## src/rtl/pixel_write_controller.sv

```systemverilog
// Pixel write controller: synchronises the broker's pixel strobe, buffers pixels
// in a small FIFO and drains them to framebuffer memory at raster addresses.
module pixel_write_controller #(
  parameter int FRAME_WIDTH  = 320,
  parameter int FRAME_HEIGHT = 240,
  parameter int ADDR_WIDTH   = 17,
  parameter int FIFO_DEPTH   = 16
) (
  input  logic                          system_clock,
  input  logic                          reset_n,
  input  logic                          pixel_clock,
  input  logic [11:0]                   pixel_data,
  input  logic                          frame_restart,
  output logic [ADDR_WIDTH-1:0]         mem_address,
  output logic [11:0]                   mem_data,
  output logic                          mem_write_request,
  input  logic                          mem_write_ack,
  output logic [$clog2(FIFO_DEPTH):0]   fifo_level,
  output logic                          fifo_overflow,
  output logic                          busy
);

  localparam int PW = $clog2(FIFO_DEPTH);
  localparam logic [ADDR_WIDTH-1:0] LAST_ADDR = ADDR_WIDTH'(FRAME_WIDTH*FRAME_HEIGHT-1);
  localparam logic [ADDR_WIDTH-1:0] ONE_A     = ADDR_WIDTH'(1);
  localparam logic [PW-1:0]         ONE_P     = PW'(1);
  localparam logic [PW:0]           ONE_L     = (PW+1)'(1);
  localparam logic [PW:0]           FULL_L    = (PW+1)'(FIFO_DEPTH);

  typedef enum logic {IDLE, REQUEST} state_e;

  // Strobe synchroniser; flops reset high so a strobe already high at release is not a rise
  logic sync1_q, sync2_q, edge_q, push_q;

  always_ff @(posedge system_clock or negedge reset_n) begin
    if (!reset_n) begin
      sync1_q <= 1'b1;
      sync2_q <= 1'b1;
      edge_q  <= 1'b1;
      push_q  <= 1'b0;
    end else begin
      sync1_q <= pixel_clock;
      sync2_q <= sync1_q;
      edge_q  <= sync2_q;
      push_q  <= sync2_q & ~edge_q;
    end
  end

  // Pixel FIFO
  logic [11:0]   mem_q [FIFO_DEPTH];
  logic [PW-1:0] wr_ptr_q, rd_ptr_q;
  logic [PW:0]   level_q;
  logic          ovf_q;
  logic          full, do_push, do_pop;

  state_e                  state_q;
  logic [ADDR_WIDTH-1:0]   raster_q, raster_d, addr_q;
  logic [11:0]             data_q;
  logic                    req_q, pend_q;

  assign full    = (level_q == FULL_L);
  assign do_push = push_q & ~full;
  assign do_pop  = req_q & mem_write_ack;

  always_ff @(posedge system_clock) begin
    if (do_push) mem_q[wr_ptr_q] <= pixel_data;
  end

  always_ff @(posedge system_clock or negedge reset_n) begin
    if (!reset_n) begin
      wr_ptr_q <= '0;
      rd_ptr_q <= '0;
      level_q  <= '0;
      ovf_q    <= 1'b0;
    end else begin
      if (do_push) wr_ptr_q <= wr_ptr_q + ONE_P;
      if (do_pop)  rd_ptr_q <= rd_ptr_q + ONE_P;
      if (push_q && full) ovf_q <= 1'b1;
      case ({do_push, do_pop})
        2'b10:   level_q <= level_q + ONE_L;
        2'b01:   level_q <= level_q - ONE_L;
        default: level_q <= level_q;
      endcase
    end
  end

  // A restart seen during a request (pending or on the ack cycle itself) re-homes to 0
  assign raster_d = (pend_q || frame_restart || raster_q == LAST_ADDR) ? '0 : raster_q + ONE_A;

  always_ff @(posedge system_clock or negedge reset_n) begin
    if (!reset_n) begin
      state_q  <= IDLE;
      raster_q <= '0;
      addr_q   <= '0;
      data_q   <= '0;
      req_q    <= 1'b0;
      pend_q   <= 1'b0;
    end else begin
      case (state_q)
        IDLE: begin
          if (frame_restart) raster_q <= '0;
          if (level_q != '0) begin
            addr_q  <= frame_restart ? '0 : raster_q;
            data_q  <= mem_q[rd_ptr_q];
            req_q   <= 1'b1;
            state_q <= REQUEST;
          end
        end
        REQUEST: begin
          if (mem_write_ack) begin
            raster_q <= raster_d;
            pend_q   <= 1'b0;
            req_q    <= 1'b0;
            state_q  <= IDLE;
          end else if (frame_restart) begin
            pend_q <= 1'b1;
          end
        end
        default: state_q <= IDLE;
      endcase
    end
  end

  assign mem_address       = addr_q;
  assign mem_data          = data_q;
  assign mem_write_request = req_q;
  assign fifo_level        = level_q;
  assign fifo_overflow     = ovf_q;
  assign busy              = (level_q != '0) | req_q;

endmodule

```

## config.mk

```make
export PLATFORM = sky130hd
export DESIGN_NAME = pixel_write_controller
export DESIGN_NICKNAME = d
export VERILOG_FILES = /design/src/rtl/pixel_write_controller.sv
export SDC_FILE = /design/constraint.sdc
export NUM_CORES = 1
export LEC_CHECK = 0
export CAP_MARGIN = 20
export CORE_MARGIN = 5
export CORE_UTILIZATION = 49
export DETAILED_ROUTE_END_ITERATION = 10
export PLACE_DENSITY = 0.7
export SLEW_MARGIN = 20
export SYNTH_ARGS = -nofsm -noshare
export SYNTH_HDL_FRONTEND = slang
export SYNTH_SLANG_ARGS = --single-unit
```

## constraint.sdc

```tcl
create_clock -name system_clock -period 2.8 [get_ports system_clock]
set_clock_uncertainty 0.2 [all_clocks]
set_input_delay 0.56 -clock system_clock [delete_from_list [all_inputs] [get_ports system_clock]]
set_output_delay 0.56 -clock system_clock [all_outputs]
set_load 0.05 [all_outputs]
```

==> metrics list, run 1 <==
- A synthesized cell averages between 15 and 20 um^2.
* Number of input and output port buffers inserted: 53
* Reg-to-reg setup timing slack: 0.25 ns
* Clock Path Buffers: 3
- Hold endpoint: sync2_q
- Register bit count reported by yosys: around 260
* Insertion delay to the later sink of the worst-skew pair: roughly 0.54 ns
- In this run the tightest slew margin relative to its limit is between 40% and 50%.
- The share of total power dissipated in the clock network is about 31%.
- Clock tree synthesis selected as its root buffer the cell clkbuf_16.
* Power per Cell Area: just under 1000 nW/um^2
* Wire length of the first global-routing pass: roughly 35000 um
- Ratio of routed vias to standard cells: approximately 5.8
- The flow ran to the end, and the final reports show no timing, DRC or antenna violations.
- Switching fraction of total power: between 30% and 40%
- Setup repair after global routing missed its margin: false
* Required time of the critical path: roughly 2.0 ns
- At the pin with the least slew margin, the transition time is 0.8366 ns.
* DP HPWL: ~14000 um
- The share of the Yosys chip area taken by registers is slightly above 70%.
* Number of enable-type register cells in the synthesized netlist: 192
* Critical-path top delay cell: dfrtp_2
- In this run the biggest area consumer among cell types represents a little over half of the synthesized area.
- In the synthesized netlist the async set-or-reset flop fraction comes to about a quarter.
* Worst Path Arrival: 1.93 ns
- In this run, the combinational gates consume 28.6% of the power.
- Overall die height: around 160 um
- The clock drives ~260 sinks.
- # Max-Cap Violations: 0
- The startpoint identified for the worst hold timing path is sync1_q.
* Final #Nets: around 750
- In this design, the critical path's most frequently occurring cell is buf_4.
- R2r endpoint: mem_data[8]
- Clock-pin slew was measured on the worst setup and hold paths at 0.06 ns.
* Total DRC errors in the routed layout: 0
- Cells on Worst Hold Path: 0
- Detailed routing inserted a total of 5859 vias.
- GPL Wtd Cong: around 0.77
- Number of diodes: 0
- Dominant cells by area after synthesis: edfxtp_1, dfrtp_1, mux4_2, nand2_1, mux2_2
- Leakage: 4.504 nW
* Area added between synthesis and finish: 20.32%
- After floorplanning, the core was divided into 53 placement rows.
- Post-synthesis instance total: 630
* Fraction of layout cells with a size suffix above 1: 24.36%
* Largest fanout of any net on the critical path: 6
- Period Utilization, post-route: between 90% and 100%
- CP cell instances: nor4_4 -> buf_4 -> and2_1 -> nand2b_1 -> buf_4
- Clock tree from TritonCTS: yes
* TritonCTS buffer count: 27
- Derived from the worst setup path, the maximum achievable clock frequency is 0.3721 GHz.
* Reg-to-reg startpoint: rd_ptr_q[0]
* Routed Wire Length: around 22000 um
- The largest total area in the synthesized netlist belongs to edfxtp_1.
* Effective utilization at floorplan: between 40% and 50%
- Class of the most critical hold timing path: reg -> reg
* Startpoint types: flip-flop
- Buffers plus inverters on the worst setup path: 2
- Worst hold slack: approximately 0.15 ns
* Layout Utilization: 59.93%
- Area of the placeable core: between 20000 and 25000 um^2
* Number of different library cells in the post-synthesis netlist: 48
- Count of routing violations after the opening detailed-route iteration: 397
- Across every metal layer, demand over resource in global routing totals 18.60%.
- Number of H-tree levels: 1
- Largest net degree at the start of global routing: 51
- Chip width: 156.4 um
- Setup total negative slack on the finished layout was measured at 0 ns.
- Power dissipated by switching net loads: about 3.8 mW
- The kind of cell with the highest combined delay along the critical path is simple AND/OR/NAND/NOR gates.
- Sequential cells account for 40.5% of the total power.
* Final global-route overflow total: 0
- Worst vdd rail ir drop: 0.0007541 V
* CP startpoint: fifo_level[0]
- In the final routed layout, each cell accounts on average for 21.78 um.
* Number of global-route vias before repair: 6143
- STA classifies the critical path endpoint as an output pin.
- Post-layout min period: between 2 and 3 ns
* Number of antenna violations at the first check in global routing: 0
- Num ports: 54
- Net Count, Synth: 656
- Summing every instance area after synthesis gives 10500 um^2.
- The worst setup path is of the reg -> out kind.
- The total count of max-transition violations in the final report was 0.
- Among all flip-flop cells after synthesis, the most frequent one is edfxtp_1.
- The final hold violation count is 0.
* Stage delay of the slowest cell on the critical path: approximately 0.46 ns
* Worst R2R Path Depth: 5
- Setup violations remaining at the end of the flow were counted as 0.
- Synth warn: 0
- The die covers between 20000 and 25000 um^2.
* Antenna Violating Nets Remaining: 0
- The internal power of the cells totals 8.437 mW.
- Drt pass-1 iters: 5
==> power groups by stage <==
| stage | Sequential [mW] | Clock, mW | Combinational [mW] |
|---|---|---|---|
| global route | 5.00 | 4.02 | 3.75 |
| finish | 4.95 | 3.77 | 3.50 |
| CTS | 4.96 | 3.83 | 3.49 |
| detailed placement | 5.03 | 0 | 3.47 |
| floorplan | 5.23 | 0 | 2.05 |
| global placement | 4.99 | 0 | 3.37 |
==> cell families after synthesis <==
family                     Yosys count  synth area share, %
adders and majority gates            9                1.072
buffers and inverters               46                2.144
xor gates and xnor gates            12                1.001
muxes                               73                12.85
and+or+nand+nor                    166                7.911
AOI/OAI and AO/OA                   65                4.122
DFF                                259                70.90
==> worst max-delay path by stage <==
stage	slack, ns	to	cells after the start
after global routing	0.006	busy	5
after global placement	0.14	fifo_level[4]	10
after CTS	0.07	busy	5
final	0.11	busy	5
after floorplan	0.01	fifo_level[4]	12
after detailed placement	0.14	fifo_level[4]	10
==> worst reg2reg max path, cell delays in order, from the launching register on <==
cell       delay (ns)
dfrtp_2          0.67
buf_4            0.24
mux4_2           0.49
nor2b_1          0.14
a2111oi_0        0.56
nor2_1           0.11
==> placed cells by master, fill, tap and decap left out, types with 14 or more instances in the layout <==
master,n
dfrtp_1,58
mux2_2,15
nor2b_1,14
nand2_1,57
clkbuf_16,27
nor2_1,33
buf_4,44
a21oi_1,17
nand3b_1,16
edfxtp_1,192
clkdlybuf4s50_1,51
mux4_2,48
==> synthesized netlist by cell type (3+ instances only) <==
master,instances
dfrtp_1,64
mux2i_1,10
mux4_2,48
buf_4,6
ha_1,9
a2111oi_0,12
nand2b_1,3
inv_1,7
clkbuf_1,15
o21ai_1,5
nand4_1,7
mux2_2,15
o21ai_0,4
edfxtp_1,192
xor2_1,5
nor2_1,34
xnor2_1,7
nor2b_1,14
buf_2,12
o22ai_1,13
and3_1,3
nand3b_1,16
a21oi_1,18
buf_1,4
nand2_1,57
nand3_1,13
dfstp_2,3
nor3_1,9
==> layout make-up <==
type	count	area [um^2]
Clock inverter	14	206.4
Tap cell	275	344.1
Timing Repair Buffer	102	970.9
Multi-Input combinational cell	325	2887
Sequential cell	259	7453
Fill cell	1554	8451
Clock buffer	36	749.5
Inverter	7	26.28
==> flip-flops by register name, indices dropped and copies added (netlist names), 4 cells and up <==
signal and flops:
fifo_level 5, mem_address 17, mem_data 12, mem_q 192
raster_q 17, rd_ptr_q 4, wr_ptr_q 4
==> metrics by stage <==
stage	instances	instance area, um^2	setup slack [ns]	power (mW)
floorplan	630	10530	0.01312	7.286
global placement	964	11630	0.1410	8.357
detailed placement	964	11640	0.1386	8.494
CTS	1015	12610	0.06915	12.28
global route	1018	12640	0.006430	12.77
finish	1018	12640	0.1125	12.22
==> routing by layer <==
layer | GRT usage, % | share of wire [%]
met4 | 4.752 | 2.3
met1 | 25.49 | 41
met5 | 0 | 0
met3 | 3.567 | 6.4
met2 | 31.07 | 50
==> repair_timing <==
action                                  CTS  global route
hold buffers                              1             0
endpoints found under the setup margin    0             2
resized for setup                         0             2
hold endpoints to repair                 14             0
setup buffers                             0             3
Power figures use the tool's default switching activity.
==> inputs of run 2 (changes only) <==
Clock period 2.8 ns to 2.15 ns, I/O delays scaled along.
==> run 2 against run 1 <==
Against the previous run: the run now ends with negative setup slack left; flip-flop and latch count unchanged; sequential power is 26% higher; via count up 6.0%; sequential share of layout area decreased by 3.1 points; critical endpoint unchanged.
==> metrics list, run 2 (synthesis results as in run 1) <==
* Run status: finished with violations
- Violations in the final reports: negative setup slack
- Worst hold slack: 0.1413 ns (-0.01355 ns)
* Path type of the worst setup path: reg -> out
- Based on the critical path, the design can be clocked at up to a little under 0.4 GHz.
* Area added between synthesis and finish: 26.94%
- Antenna Violating Nets Remaining: 0 (unchanged)
* Final Hold Violating Endpoints: 0 (unchanged)
- The number of standard cells in the final layout excluding fillers is 1058 (+3.9%).
- Routing usage on met2: 33.59% (+2.5 points)
- The initial core utilization was 49.80% (unchanged).
- Global Route met3 Usage: 2.765% (-0.80 points)
- The insertion delay of the later-clocked pin in the worst-skew pair came to 0.53 ns (about the same).
- CTS clock-pin slew for the worst setup and hold paths: 0.06 ns (about the same)
- Final count of negative-setup-slack endpoints: 35 (+35)
- Largest net degree at the start of global routing: 51 (unchanged)
* R2r endpoint: fifo_level[4]
- Register with the most flip-flops: mem_q
* Capturing instance or port of the critical path: busy
* Final slew viol count: 0 (unchanged)
- The arrival time at the worst endpoint came to 1.93 ns (about the same).
* Clock tree from TritonCTS: yes
* Leakage: 4.850 nW (+7.7%)
* Global-route track usage on met1: 26.95% (+1.5 points)
- Clock sink total: 259 (unchanged)
- Number of input and output port buffers inserted: 53 (unchanged)
- The antenna diode count was 0 (unchanged).
- The die extent in x was 156.4 um (unchanged).
- Largest fanout of any net on the critical path: 2 (-4)
- The floorplan row count is 53 (unchanged).
- # Max-Cap Violations: 0 (unchanged)
* Setup repair after global routing missed its margin: true
- CP cell instances: nor4_4 -> buf_4 -> and2_4 -> buf_6 -> nand2b_4 -> buf_8
- The total clock buffers created by CTS was 26 (-3.7%).
* Reg-to-reg setup timing slack: -0.28 ns (-0.53 ns)
* Fraction of layout cells with a size suffix above 1: 35.50% (+11 points)
* Ratio of routed vias to standard cells: 5.870 (+2.0%)
* Filler Cell Count: 1458 (-6.2%)
* Pre-CTS setup slack: -0.4084 ns (-0.5470 ns)
- The global route total overflow is 0 (unchanged).
* Comb pwr share: 34.3% (+5.7 points)
* CP startpoint: fifo_level[3]
* Int Power: 11.36 mW (+35%)
- Fraction of power consumed by the clock network: 28.0% (-2.9 points)
- The slowest stage of the critical path belongs to the cell dfrtp_2.
- Pin slew with the least headroom to its limit: 1.011 ns (+0.1740 ns)
- Class of the most critical hold timing path: in -> reg
* Number of antenna violations at the first check in global routing: 0 (unchanged)
- The net switching power figure came to 5.254 mW (+39%).
- Overall via count from detail_route: 6210 (+6.0%)
- The maximum vdd drop was 0.0006970 V (-7.6%).
- GR peak layer: met2
- GRT Overall Usage: 19.62% (+1.0 points)
- Max transition margin: 32.63% (-11 points)
- Critical Path Sink Type: output pin
* Most common cell after layout, fill and taps aside: edfxtp_1
* Instance count after placement with tap cells included: 982 (+1.9%)
- Total DRC errors in the routed layout: 0 (unchanged)
* Switching fraction of total power: 31.62% (+0.66 points)
- Dividing the final minimum period by the clock period gives 118.9%.
- The overall power of the completed layout is 16.62 mW (+36%).
- Post-detailed-route wirelength per cell: 22.66 um (+4.0%)
* Wire length of the first global-routing pass: 36760 um (+4.0%)
* Flip-flop count of the largest register after layout: 192 (unchanged)
* Worst R2R Path Depth: 11 (+6)
- The number of optimization iterations in the first detailed-route pass came to 5 (unchanged).
- Number of global-route vias before repair: 6340 (+3.2%)
- Reg-to-reg startpoint: fifo_level[3]
- Final #Nets: 789 (+5.5%)
* Post-layout min period: 2.555 ns
- The data required time at the worst endpoint is 1.52 ns (-0.52 ns).
- The routed wire length is 23970 um (+8.1%).
- Post-route worst setup slack: -0.4054 ns (-0.5179 ns)
- The top cell types in the final layout, fill and taps aside, are edfxtp_1, buf_4, dfrtp_1.
- Stage delay of the slowest cell on the critical path: 0.42 ns (-0.04 ns)
- DP HPWL: 14220 um (+0.95%)
- The count of pins on the block boundary was 54 (unchanged).
- The area inside the core boundary came to 21090 um^2 (unchanged).
- The sequential fraction of design power was 37.7% (-2.8 points).
- The initial DRC count came to 407 (+2.5%).
* GPL Wtd Cong: 0.8108 (+4.9%)
* Number of H-tree levels: 1 (unchanged)
- Clock Path Buffers: 3 (unchanged)
- Overall die height: 156.4 um (unchanged)
- In this run the clock root is driven by a clkbuf_16.
- The ratio of total power to cell area was 1246 nW/um^2 (+29%).
- Startpoint types: flip-flop
- The area enclosed by the die boundary came to 24460 um^2 (unchanged).
run 2: cell count changes in the layout (fill, tap and decap cells not counted), moves of 7 or more:
cell | previous run | this run
buf_12 | 6 | 24
buf_4 | 44 | 86
nor2_1 | 33 | 22
a2111oi_0 | 11 | 0
dlygate4sd2_1 | 0 | 8
clkdlybuf4s50_1 | 51 | 15
a2111oi_2 | 0 | 8
nor2_4 | 0 | 12
buf_6 | 0 | 7
run 2: critical path, delay by kind of cell, from the launching register on:
family / cells / cell delay, ns
AND/OR/NAND/NOR: 3 / 0.55
buffers and inverters: 3 / 0.43
flip-flops: 1 / 0.42
run 2: how the worst min path moves through the flow:
stage	slack, ns	cells after the start	start	end
after CTS	0.13	1	pixel_clock	sync1_q
after global placement	0.15	0	sync1_q	sync2_q
final	0.14	1	pixel_clock	sync1_q
after detailed placement	0.15	0	sync1_q	sync2_q
after floorplan	-0.07	0	reset_n	fifo_level[0]
after global routing	0.14	1	pixel_clock	sync1_q
run 2: layout make-up:
class | instances | area, um^2 | share of cell area (%)
flip-flops and latches | 259 | 7453 | 55.91
inverters | 7 | 26.28 | 0.1971
clock inverters | 15 | 182.7 | 1.370
well taps | 275 | 344.1 | 2.581
repair buffers | 144 | 1470 | 11.03
clock buffers | 33 | 711.9 | 5.340
multi-input cells | 325 | 3143 | 23.58
run 2: per-layer routing:
metal | routed length (um) | vias to the layer above
met5 | 0 | -
met4 | 519 | 0
met3 | 1487 | 38
met2 | 12310 | 219
met1 | 9657 | 3252
li1 | - | 2701
run 2: power groups by stage:
stage | sequential, mW | combinational (mW) | clock [mW]
final | 6.26 | 5.70 | 4.65
after CTS | 6.25 | 5.59 | 4.71
after global routing | 6.30 | 6.05 | 4.92
after floorplan | 6.81 | 2.82 | 0
after global placement | 6.29 | 4.94 | 0
after detailed placement | 6.32 | 5.03 | 0
run 2: timing repair:
item	in CTS	in global routing
resized for setup	51	5
endpoints found under the hold margin	15	0
hold buffers	1	0
buffers inserted	16	14
setup endpoints to repair	69	161
pin swaps	15	16
run 2: stage by stage:
stage / area (um^2) / setup TNS [ns] / utilization [%]
after floorplan: 10680 / -13.47 / -
after global placement: 11840 / -4.532 / 56.15
after detailed placement: 11840 / -6.794 / 56.15
after CTS: 13100 / -6.215 / 62.12
after global routing: 13330 / -10.01 / 63.22
final: 13330 / -6.425 / 63.22
